===== config.mk =====
export PLATFORM = sky130hd
export DESIGN_NAME = triumph_wb_ctrl
export DESIGN_NICKNAME = d
export VERILOG_FILES = /design/src/rtl/triumph_wb_ctrl.sv
export SDC_FILE = /design/constraint.sdc
export NUM_CORES = 1
export LEC_CHECK = 0
export ABC_AREA = 1
export ABC_CLOCK_PERIOD_IN_PS = 5100
export CORE_UTILIZATION = 53
export CTS_BUF_LIST = sky130_fd_sc_hd__clkbuf_4 sky130_fd_sc_hd__clkbuf_8
export CTS_CLUSTER_SIZE = 20
export DETAILED_ROUTE_END_ITERATION = 12
export GPL_TIMING_DRIVEN = 0
export HOLD_SLACK_MARGIN = 0.02
export PLACE_DENSITY = 0.92
export SKIP_LAST_GASP = 1
export SLEW_MARGIN = 5
export SYNTH_ARGS = -nofsm -noshare
export SYNTH_HDL_FRONTEND = slang
export SYNTH_SLANG_ARGS = --single-unit

===== constraint.sdc =====
create_clock -name clk_i -period 5.1 [get_ports clk_i]
set_clock_uncertainty 0.2 [all_clocks]
set_input_delay 0.51 -clock clk_i [delete_from_list [all_inputs] [get_ports clk_i]]
set_output_delay 0.51 -clock clk_i [all_outputs]
set_load 0.01 [all_outputs]

===== src/rtl/triumph_wb_ctrl.sv =====
// triumph_wb_ctrl: writeback controller with register scoreboard, ALU result FIFO and LSU-priority arbiter
module triumph_wb_ctrl (
   input  logic        clk_i,
   input  logic        rst_i,
   input  logic        issue_valid_i,
   input  logic [4:0]  issue_rs1_i,
   input  logic [4:0]  issue_rs2_i,
   input  logic [4:0]  issue_rd_i,
   output logic        issue_stall_o,
   input  logic        alu_valid_i,
   input  logic [4:0]  alu_rd_i,
   input  logic [31:0] alu_data_i,
   output logic        alu_ready_o,
   input  logic        lsu_valid_i,
   input  logic [4:0]  lsu_rd_i,
   input  logic [31:0] lsu_data_i,
   output logic        rf_we_o,
   output logic [4:0]  rf_waddr_o,
   output logic [31:0] rf_wdata_o,
   output logic [31:0] busy_o,
   output logic        err_o
);
   logic [31:0] busy_q, busy_d;
   logic [4:0]  fifo_rd_q [2];
   logic [31:0] fifo_data_q [2];
   logic        wp_q, rp_q;
   logic [1:0]  cnt_q, cnt_d;
   logic        we_q, err_q;
   logic [4:0]  waddr_q;
   logic [31:0] wdata_q;
   logic        push, bypass, sel_alu, push_mem, pop_mem, commit;
   logic [4:0]  sel_rd;
   logic [31:0] sel_data;
   // hazard check, FIFO handshake and arbitration; an empty FIFO lets the ALU offer cut straight through
   always_comb begin
      issue_stall_o = issue_valid_i & (busy_q[issue_rs1_i] | busy_q[issue_rs2_i] | busy_q[issue_rd_i]);
      alu_ready_o   = cnt_q != 2'd2;
      push          = alu_valid_i & alu_ready_o;
      bypass        = cnt_q == 2'd0;
      sel_alu       = !lsu_valid_i & (!bypass | alu_valid_i);
      push_mem      = push & !(bypass & sel_alu);
      pop_mem       = sel_alu & !bypass;
      sel_rd        = lsu_valid_i ? lsu_rd_i : bypass ? alu_rd_i : fifo_rd_q[rp_q];
      sel_data      = lsu_valid_i ? lsu_data_i : bypass ? alu_data_i : fifo_data_q[rp_q];
      commit        = (lsu_valid_i | sel_alu) & (sel_rd != 5'd0);
      cnt_d         = cnt_q + {1'b0, push_mem} - {1'b0, pop_mem};
   end
   // scoreboard next state: commit clears, accepted issue sets, set wins on a collision
   always_comb begin
      busy_d = busy_q;
      if (we_q) busy_d[waddr_q] = 1'b0;
      if (issue_valid_i && !issue_stall_o) busy_d[issue_rd_i] = 1'b1;
      busy_d[0] = 1'b0;
   end
   // FIFO storage, kept out of reset since occupancy alone defines validity
   always_ff @(posedge clk_i) begin
      if (!rst_i && push_mem) begin
         fifo_rd_q[wp_q]   <= alu_rd_i;
         fifo_data_q[wp_q] <= alu_data_i;
      end
   end
   // pointers, write-port register, scoreboard and sticky error
   always_ff @(posedge clk_i) begin
      if (rst_i) begin
         wp_q    <= 1'b0;
         rp_q    <= 1'b0;
         cnt_q   <= 2'd0;
         we_q    <= 1'b0;
         waddr_q <= 5'd0;
         wdata_q <= 32'd0;
         err_q   <= 1'b0;
         busy_q  <= 32'd0;
      end else begin
         if (push_mem) wp_q <= ~wp_q;
         if (pop_mem) rp_q <= ~rp_q;
         cnt_q <= cnt_d;
         we_q  <= commit;
         if (commit) begin
            waddr_q <= sel_rd;
            wdata_q <= sel_data;
         end
         err_q  <= err_q | (we_q & !busy_q[waddr_q]);
         busy_q <= busy_d;
      end
   end
   assign rf_we_o    = we_q;
   assign rf_waddr_o = waddr_q;
   assign rf_wdata_o = wdata_q;
   assign busy_o     = busy_q;
   assign err_o      = err_q;
endmodule


==> impl_metrics.csv, run 1 <==
group,metric,value,unit
grt,grt_pass1_wl,38600,µm
timing,hold_slack,0.262,ns
clock_tree,clockBufferDepth,2,
setup_path,cpMostUsedCell,"clkdlybuf4s50_1",
routing,vias,8023,
finish,diodes,0,
setup_path,critPathCaptureType,"primary output",
pwr,finalPower,3.81,mW
clock_tree,clkTransAtPathRegs,0.08,ns
clock_tree,cts_tree,"built",
timing,worst_pin_slew,0.724,ns
clock_tree,hold_buffers,0,
placed_design,dp_hpwl,18100,µm
routing,first_pass_iters,6,
synthesis,avgSynthCellArea,8.12,µm²
setup_path,max_stage_delay,0.59,ns
grt,grtUsageTotal,34.0,%
synthesis,yosysSeqAreaShare,48.1,%
placed_design,place_congestion,0.988,
grt,grt_overflow_total,0,
setup_path,crit_arrival,3.16,ns
finish,layout-drive-gt1-share,7.40,%
clock_tree,htreeDepth,4,
timing,grt_setup_unrepaired,"false",
finish,final_cell_mix,"nand2_1 (169), clkdlybuf4s50_1 (160), nor2_1 (116)",
grt,antenna_found_initial,0,
clock_tree,root_buffer,"clkbuf_8",
setup_path,critical_path_required,4.39,ns
timing,relSlewSlack,51.6,%
die,die_height,123,µm
setup_path,cp_max_fo,10,
pwr,p_per_area,379,nW/µm²
placed_design,place_area,9640,µm²
placed_design,dp.cells,1297,
routing,drt-initial-drc-count,1037,
die,core_area,14000,µm²
routing,drt-total-wl,24700,µm
timing,post-route-min-period,3.87,ns
die,start_util,55.1,%
setup_path,crit_chain,"clkdlybuf4s50_1, nor2_1, inv_2, o22ai_1, o21ai_1, nand3_1, nor2_4, buf_4, a21boi_0, clkdlybuf4s50_1",
setup_path,cpMaxStageDelayCell,"clkdlybuf4s50_1",
die,die_area,15100,µm²
timing,tns,0,ns
min_path,min_from,"rp_q",
synthesis,syn-cell-area,7730,µm²
routing,wl_per_cell,18.6,µm
synthesis,yosys_warnings,0,
finish,design_area,10100,µm²
routing,via_per_inst,6.04,
finish,syn2layout_area_growth,30.0,%
synthesis,ys_seq_elements,149,
placed_design,numPortBuffers,160,
clock_tree,cts_sinks,149,
die,dieWidth,123,µm
timing,slew_violations,0,
timing,max_clock_freq,0.259,GHz
pwr,peakVddDrop,0.332,mV
die,io-pin-count,167,
routing,drtAntennaViolNets,0,
clock_tree,cts_setup_buffers,0,
setup_path,startpoint_type,"input pin",
timing,finalHoldViolations,0,
grt,grt_max_degree,30,
clock_tree,cts_buffers,17,
finish,mostFrequentLayoutCell,"nand2_1",
routing,drc,0,
die,rows,43,
finish,layout.nets,1232,
timing,setup_violations,0,
setup_path,crit_start,"issue_rd_i[0]",
grt,grt_pass1_vias,7519,
finish,layoutNonFillerInstCount,1329,
synthesis,synth.distinct_cells,36,
min_path,holdCritPathClass,"register to register",
timing,period_share,75.8,%
setup_path,critPathKind,"input pin to primary output",
synthesis,syn-num-nets,1048,
run,drv_cap,0,
synthesis,synth_cells,952,
clock_tree,clock_latency,0.48,ns
clock_tree,postCtsResizedCells,0,
setup_path,r2r_start,"cnt_q[1]",
run_status,status,"finished, final reports clean",
pwr,leakagePower,3.95,nW
[through the flow]
step	setup slack, ns	util (%)
finish	1.23	71.6
global route	1.09	71.6
CTS	1.34	71.6
detailed placement	1.35	68.6
global placement	-1.54	68.1
floorplan	0.773	-
[cell families (layout without fill, tap and decap cells)]
group,count (synthesis),in the layout,synth area share [%]
simple gates,433,433,24.1
compound gates,185,185,14.8
buf+inv,153,350,8.78
flops,149,149,48.1
mux,28,28,3.62
fa+ha+maj,2,2,0.323
other cells,1,1,0.0485
xor+xnor,1,1,0.113
[where the power goes]
group          switching, mW  internal [mW]
registers              0.114           1.42
clock network          0.479          0.502
logic                  0.747          0.549
[registers in the layout, indices dropped and copies added, names as in the netlist, named ones only]
signal / cells
rf_waddr_o: 5
rf_we_o: 1
fifo_data_q: 64
rf_wdata_o: 32
err_o: 1
busy_o: 31
cnt_q: 2
wp_q: 1
fifo_rd_q: 10
rp_q: 1
[synthesized netlist by cell type (all sizes together)]
cell       n  area, µm²
buf       39        250
conb       1       3.75
a21boi     1       7.51
o22ai      4       25.0
ha         2       25.0
mux2i     28        280
o2111ai    1       8.76
o221ai     7       61.3
edfxtp    74       2220
nand2    171        647
nor2     119        457
a21oi     82        410
clkinv     3       12.5
nand3     95        475
o211ai     3       22.5
dfxtp     75       1500
inv       91        342
o21ai     42        210
xor2       1       8.76
nand4     32        206
clkbuf    20       75.1
o211a      4       40.0
a22oi      7       52.6
a221oi    34        310
nor3      16       80.1
[layer usage]
layer | wire, µm | global-route usage, %
met1 | 9480 | 44.7
met2 | 11500 | 52.5
met3 | 2840 | 8.32
met4 | 913 | 16.2
met5 | 0 | 0
[final cells by class]
type | count | area, µm²
Buffer | 59 | 325
Clock buffer | 18 | 248
Clock inverter | 14 | 174
Fill cell | 1037 | 3990
Inverter | 94 | 354
Multi-Input combinational cell | 650 | 3340
Sequential cell | 149 | 3720
Tap cell | 180 | 225
Timing Repair Buffer | 165 | 1660
[critical path: cells and delay by family]
kind / cells / cell delay (ns)
AND/OR/NAND/NOR: 3 / 0.65
buffers and inverters: 4 / 1.48
AO/OA/AOI/OAI: 3 / 0.51
[worst paths after layout]
| kind | to | slack [ns] | depth (start not counted) |
|---|---|---|---|
| setup / recovery | issue_stall_o | 1.23 | 10 |
| hold / removal | register | 0.26 | 1 |
| setup reg to reg | rf_wdata_o[13] | 2.76 | 10 |
| hold reg to reg | register | 0.26 | 1 |
(Power assumes the default switching activity.)
==> run 2: changes to the inputs <==
ABC_CLOCK_PERIOD_IN_PS = 3700   (was 5100)
clock period = 3.7 ns   (was 5.1 ns; I/O delays follow)
==> impl_metrics.csv, run 2 (same netlist as run 1, synthesis figures left out) <==
group,metric,value,unit
finish,mostFrequentLayoutCell,"nand2_1",
grt,grt_pass1_vias,7552,
placed_design,place_area,9640,µm²
timing,setup_violations,0,
setup_path,critPathCaptureType,"primary output",
placed_design,dp_hpwl,18400,µm
die,core_area,14000,µm²
die,rows,43,
timing,post-route-min-period,3.45,ns
finish,layout-drive-gt1-share,7.24,%
routing,drt-total-wl,25200,µm
finish,syn2layout_area_growth,29.4,%
grt,antenna_found_initial,0,
die,start_util,55.1,%
grt,grt_pass1_wl,39000,µm
clock_tree,clock_latency,0.47,ns
finish,diodes,0,
clock_tree,cts_tree,"built",
min_path,hold_path_depth,1,
finish,largest_reg_flops,64,
run,drv_cap,0,
grt,grtUsageTotal,34.6,%
die,die_height,123,µm
setup_path,cp_max_fo,10,
clock_tree,clockBufferDepth,2,
setup_path,crit_arrival,2.88,ns
die,io-pin-count,167,
timing,relSlewSlack,56.3,%
clock_tree,cts_buffers,17,
min_path,min_to,"rp_q",
min_path,min_from,"rp_q",
finish,final_cell_mix,"nand2_1 (169), clkdlybuf4s50_1 (160), nor2_1 (115)",
die,dieWidth,123,µm
run_status,status,"finished, final reports clean",
finish,design_area,10000,µm²
placed_design,place_congestion,0.964,
timing,finalHoldViolations,0,
setup_path,reg2reg_to,"rf_wdata_o[17]",
routing,drc,0,
finish,regMostFlops,"fifo_data_q",
finish,layout.nets,1230,
routing,vias,8111,
routing,drt-initial-drc-count,1015,
pwr,leakagePower,3.91,nW
timing,grt_setup_unrepaired,"false",
min_path,holdCritPathClass,"register to register",
setup_path,r2r_cells,9,
setup_path,critPathKind,"input pin to primary output",
timing,slew_violations,0,
clock_tree,hold_buffers,0,
setup_path,startpoint_type,"input pin",
clock_tree,htreeDepth,4,
placed_design,numPortBuffers,160,
timing,tns,0,ns
clock_tree,clkTransAtPathRegs,0.08,ns
clock_tree,cts_sinks,149,
pwr,peakVddDrop,0.465,mV
setup_path,critical_path_required,3.13,ns
pwr,p_per_area,509,nW/µm²
routing,wl_per_cell,19.0,µm
setup_path,r2r_start,"cnt_q[0]",
setup_path,ff2ff_setup_slack,1.32,ns
die,die_area,15100,µm²
timing,worst_pin_slew,0.653,ns
clock_tree,root_buffer,"clkbuf_8",
routing,via_per_inst,6.12,
grt,grt_max_degree,30,
grt,grt_overflow_total,0,
routing,drtAntennaViolNets,0,
timing,max_clock_freq,0.290,GHz
routing,first_pass_iters,5,
timing,period_share,93.3,%
-- run 2: critical path: stages --
cell	delay [ns]
clkdlybuf4s50_1	0.59
nand2_1	0.20
buf_4	0.24
o22ai_1	0.15
o21ai_1	0.10
nand3_1	0.15
nor2_4	0.08
buf_4	0.17
a21boi_0	0.24
clkdlybuf4s50_1	0.58
-- run 2: how the worst max path moves through the flow --
| stage | startpoint | end |
|---|---|---|
| after CTS | issue_rd_i[0] | issue_stall_o |
| after floorplan | lsu_valid_i | fifo_data_q[0][0] |
| final | issue_rd_i[0] | issue_stall_o |
| after global placement | lsu_valid_i | fifo_data_q[0][11] |
| after global routing | issue_rd_i[0] | issue_stall_o |
| after detailed placement | issue_rd_i[0] | issue_stall_o |
-- run 2: power by group --
part | internal (mW) | switching, mW
registers | 1.95 | 0.150
logic | 0.759 | 1.04
clock network | 0.560 | 0.632
-- run 2: final cells by class --
type	instances	area, µm²
plain buffers	59	325
clock buffers	20	263
clock inverters	11	104
fillers	1082	4030
inverters	94	354
multi-input cells	650	3350
flip-flops and latches	149	3720
well taps	180	225
repair buffers	163	1660
-- run 2: what timing repair did --
action,in CTS,in global routing
hold endpoints to repair,0,0
resized for setup,0,1
buffers inserted,0,0
endpoints found under the setup margin,0,1
-- run 2: through the flow --
step                cells  power (mW)  hold WS (ns)  setup WS, ns  util (%)
floorplan             952        3.12         0.226         0.535         -
detailed placement   1295        3.87         0.249         0.191      68.7
finish               1326        5.09         0.258         0.246      71.3
CTS                  1326        5.04         0.261         0.182      71.3
global placement     1292        3.80         0.233         -1.19      68.1
global route         1326        5.31         0.287        0.0996      71.3
-- run 2: layer usage --
layer  global-route usage, %  vias to the layer above  wire length (µm)
met5                       0                        -                 0
met4                    17.0                        0               966
met3                    8.55                       86              2940
met2                    53.5                      601             11700
met1                    45.2                     3749              9640
li1                        -                     3675                 -
==> edit: new RTL, flow settings as in run 2 <==
Register the output `err_o` once more, cleared by the reset; this adds one clock of latency there. The other outputs are not delayed to match.
--- a/src/rtl/triumph_wb_ctrl.sv
+++ b/src/rtl/triumph_wb_ctrl.sv
@@ -89,3 +89,9 @@
    assign busy_o     = busy_q;
-   assign err_o      = err_q;
+   always_ff @(posedge clk_i) begin
+      if (rst_i) begin
+         err_o <= '0;
+      end else begin
+         err_o <= err_q;
+      end
+   end
 endmodule
Check against the original RTL: not equivalent (a bounded check fails within 4 cycles, from zero or initial values and one cycle with rst_i high).
==> edit against run 2 <==
  * Power increased by 1.6%
  * Sequential cell count increased by 1
  * Setup slack got worse by 87 ps
  * Area after synthesis decreased by 0.70%
  * Wire length increased by 3.9%
  * Design area about the same
  * Final cell count increased by 2.2%
  * Critical endpoint unchanged
  * Combinational power decreased by 4%
==> edit: results (changes against run 2) <==
Synthesis:
- The share of synthesized area occupied by flip-flops and latches is 48.7% (+0.60 points).
- By area the synthesized netlist is led by sky130_fd_sc_hd__edfxtp_1 29%, sky130_fd_sc_hd__dfxtp_1 20%, sky130_fd_sc_hd__nand2_1 9.8%.
- The synthesized net count is 1075 (+2.6%).
- The post-synthesis area per instance is 7.85 µm² (-3.4%).
- The number of different library cells in the post-synthesis netlist is 35 (-2.8%).
- Counting instances in the post-synthesis netlist gives the leading cell types as 201 x sky130_fd_sc_hd__nand2_1, 109 x sky130_fd_sc_hd__inv_1, 101 x sky130_fd_sc_hd__nor2_1.

Routing:
- The initial detailed-routing violation count is 970 (-4.4%).
- The detailed-router iteration count before antenna repair was 6 (+1).
- The post-route met1 wirelength is 9340 µm (-3.2%).
- The total wire length is 26200 µm (+3.9%).
- The sum of met2 wire segment lengths after detailed routing was 12400 µm (+5.8%).
- The met3 wire length is 3230 µm (+9.9%).
- The number of vias per cell after detailed routing is 6.01 (-1.8%).
- The number of vias in the routed layout is 8141 (+0.37%).

Cells and area:
- The share of cells above drive strength 1 is 7.40% (+0.16 points).
- The flip-flop count of the largest register, all copies and words added was 64 (unchanged).
- The number of fill cells is 1039 (-4.0%).

Setup path:
- The cell depth of the worst flop-to-flop path is 10 (+1).
- The critical path's largest stage delay is 570 ps (-20 ps).
- The biggest fanout along the worst timing path is 10 (unchanged).
- The data arrival at the endpoint of the critical path came to 2970 ps (+90 ps).

Placed design:
- The weighted congestion at the end of routability-driven global placement is 0.992 (+3.0%).
- The post-DP HPWL is 18500 µm (+0.32%).
- The number of input and output port buffers inserted is 161 (+0.63%).
- The number of cells after detailed placement is 1323 (+2.2%).

Global route:
- The maximum number of pins on one net before global-route repair is 24 (-20%).
- The global-route usage over all layers came to 35.9% (+1.3 points).
- The first-pass GRT wire length is 40600 µm (+3.9%).
- The via count of the first global-routing pass is 8000 (+5.9%).

STA:
- The worst-case headroom to the max-slew limit is 50.3% (-6.0 points).

Hold path:
- The number of cells on the worst hold path came to 2 (+1).

Power:
- The net switching component of the power is 0.00184 W (+1.2%).
- The leakage power figure came to 4.03 nW (+3.1%).
- The worst vdd rail ir drop is 0.451 mV (-3.0%).

Status:
- The run finished with clean final reports.

Clocking:
- The clock insertion delay at the later pin of the skew report is 470 ps (about the same).
- The total CTS buffers is 17 (unchanged).
- The cell sitting at the root of the clock tree is a sky130_fd_sc_hd__clkbuf_8.
[edit: cell types whose count changed after synthesis, moves of 7 or more]
cell	change
sky130_fd_sc_hd__nand2_1	+32
sky130_fd_sc_hd__o211ai_1	+24
sky130_fd_sc_hd__nor2_1	-16
sky130_fd_sc_hd__a21oi_1	-25
sky130_fd_sc_hd__a221oi_1	-21
sky130_fd_sc_hd__mux2i_1	-27
sky130_fd_sc_hd__o21ai_0	+34
sky130_fd_sc_hd__inv_1	+23
sky130_fd_sc_hd__o22ai_1	+7
sky130_fd_sc_hd__o21ai_1	+9
[edit: cell families (layout without fill, tap and decap cells)]
logic type	after synthesis	in the layout	share of synthesized area, %
AOI/OAI and AO/OA	203	203	15.5
xor gates and xnor gates	1	1	0.114
adders and majority gates	2	2	0.326
buffers and inverters	172	368	9.92
DFF	150	150	48.7
muxes	1	1	0.130
other	1	1	0.0488
and+or+nand+nor	449	449	25.2
[edit: path summary, 6_finish.rpt]
path,from,to,slack [ps]
setup / recovery,issue_rd_i[1],issue_stall_o,160
hold / removal,err_q,err_o,270
setup reg to reg,cnt_q[1],cnt_q[1],1100
hold reg to reg,err_q,err_o,270
[edit: worst min-delay path, stage by stage, from the launching register on]
cell and delay (ps):
sky130_fd_sc_hd__dfxtp_1 310, sky130_fd_sc_hd__nand2_1 80, sky130_fd_sc_hd__inv_1 50
[edit: final cells by class]
cell class / count / share of cell area, %
flip-flops and latches: 150 / 37.4
multi-input cells: 657 / 31.9
repair buffers: 164 / 16.7
inverters: 116 / 4.38
plain buffers: 56 / 3.24
clock buffers: 20 / 2.56
well taps: 180 / 2.25
clock inverters: 12 / 1.55
[edit: per-layer routing]
layer | up-vias | track usage [%]
met4 | 0 | 19.5
met3 | 128 | 8.83
met1 | 3710 | 43.1
met2 | 611 | 59.4
li1 | 3692 | -
met5 | - | 0
[edit: power groups by stage]
stage	clock, W	sequential [W]	combinational (W)
final	0.00132	0.00212	0.00173
after global routing	0.00138	0.00214	0.00186
after CTS	0.00131	0.00211	0.00169
after detailed placement	0	0.00214	0.00165
after global placement	0	0.00213	0.00158
after floorplan	0	0.00218	0.000847
[edit: stage by stage]
step                utilization [%]  setup WS (ps)  hold slack [ps]  area [µm²]  setup TNS, ps
CTS                            71.5            247              269       10000              0
global route                   71.5           48.3              295       10000              0
detailed placement             68.6            256              248        9590              0
global placement               68.1          -1070              234        9520         -74380
finish                         71.5            159              268       10000              0
floorplan                         -            685              209        7690              0
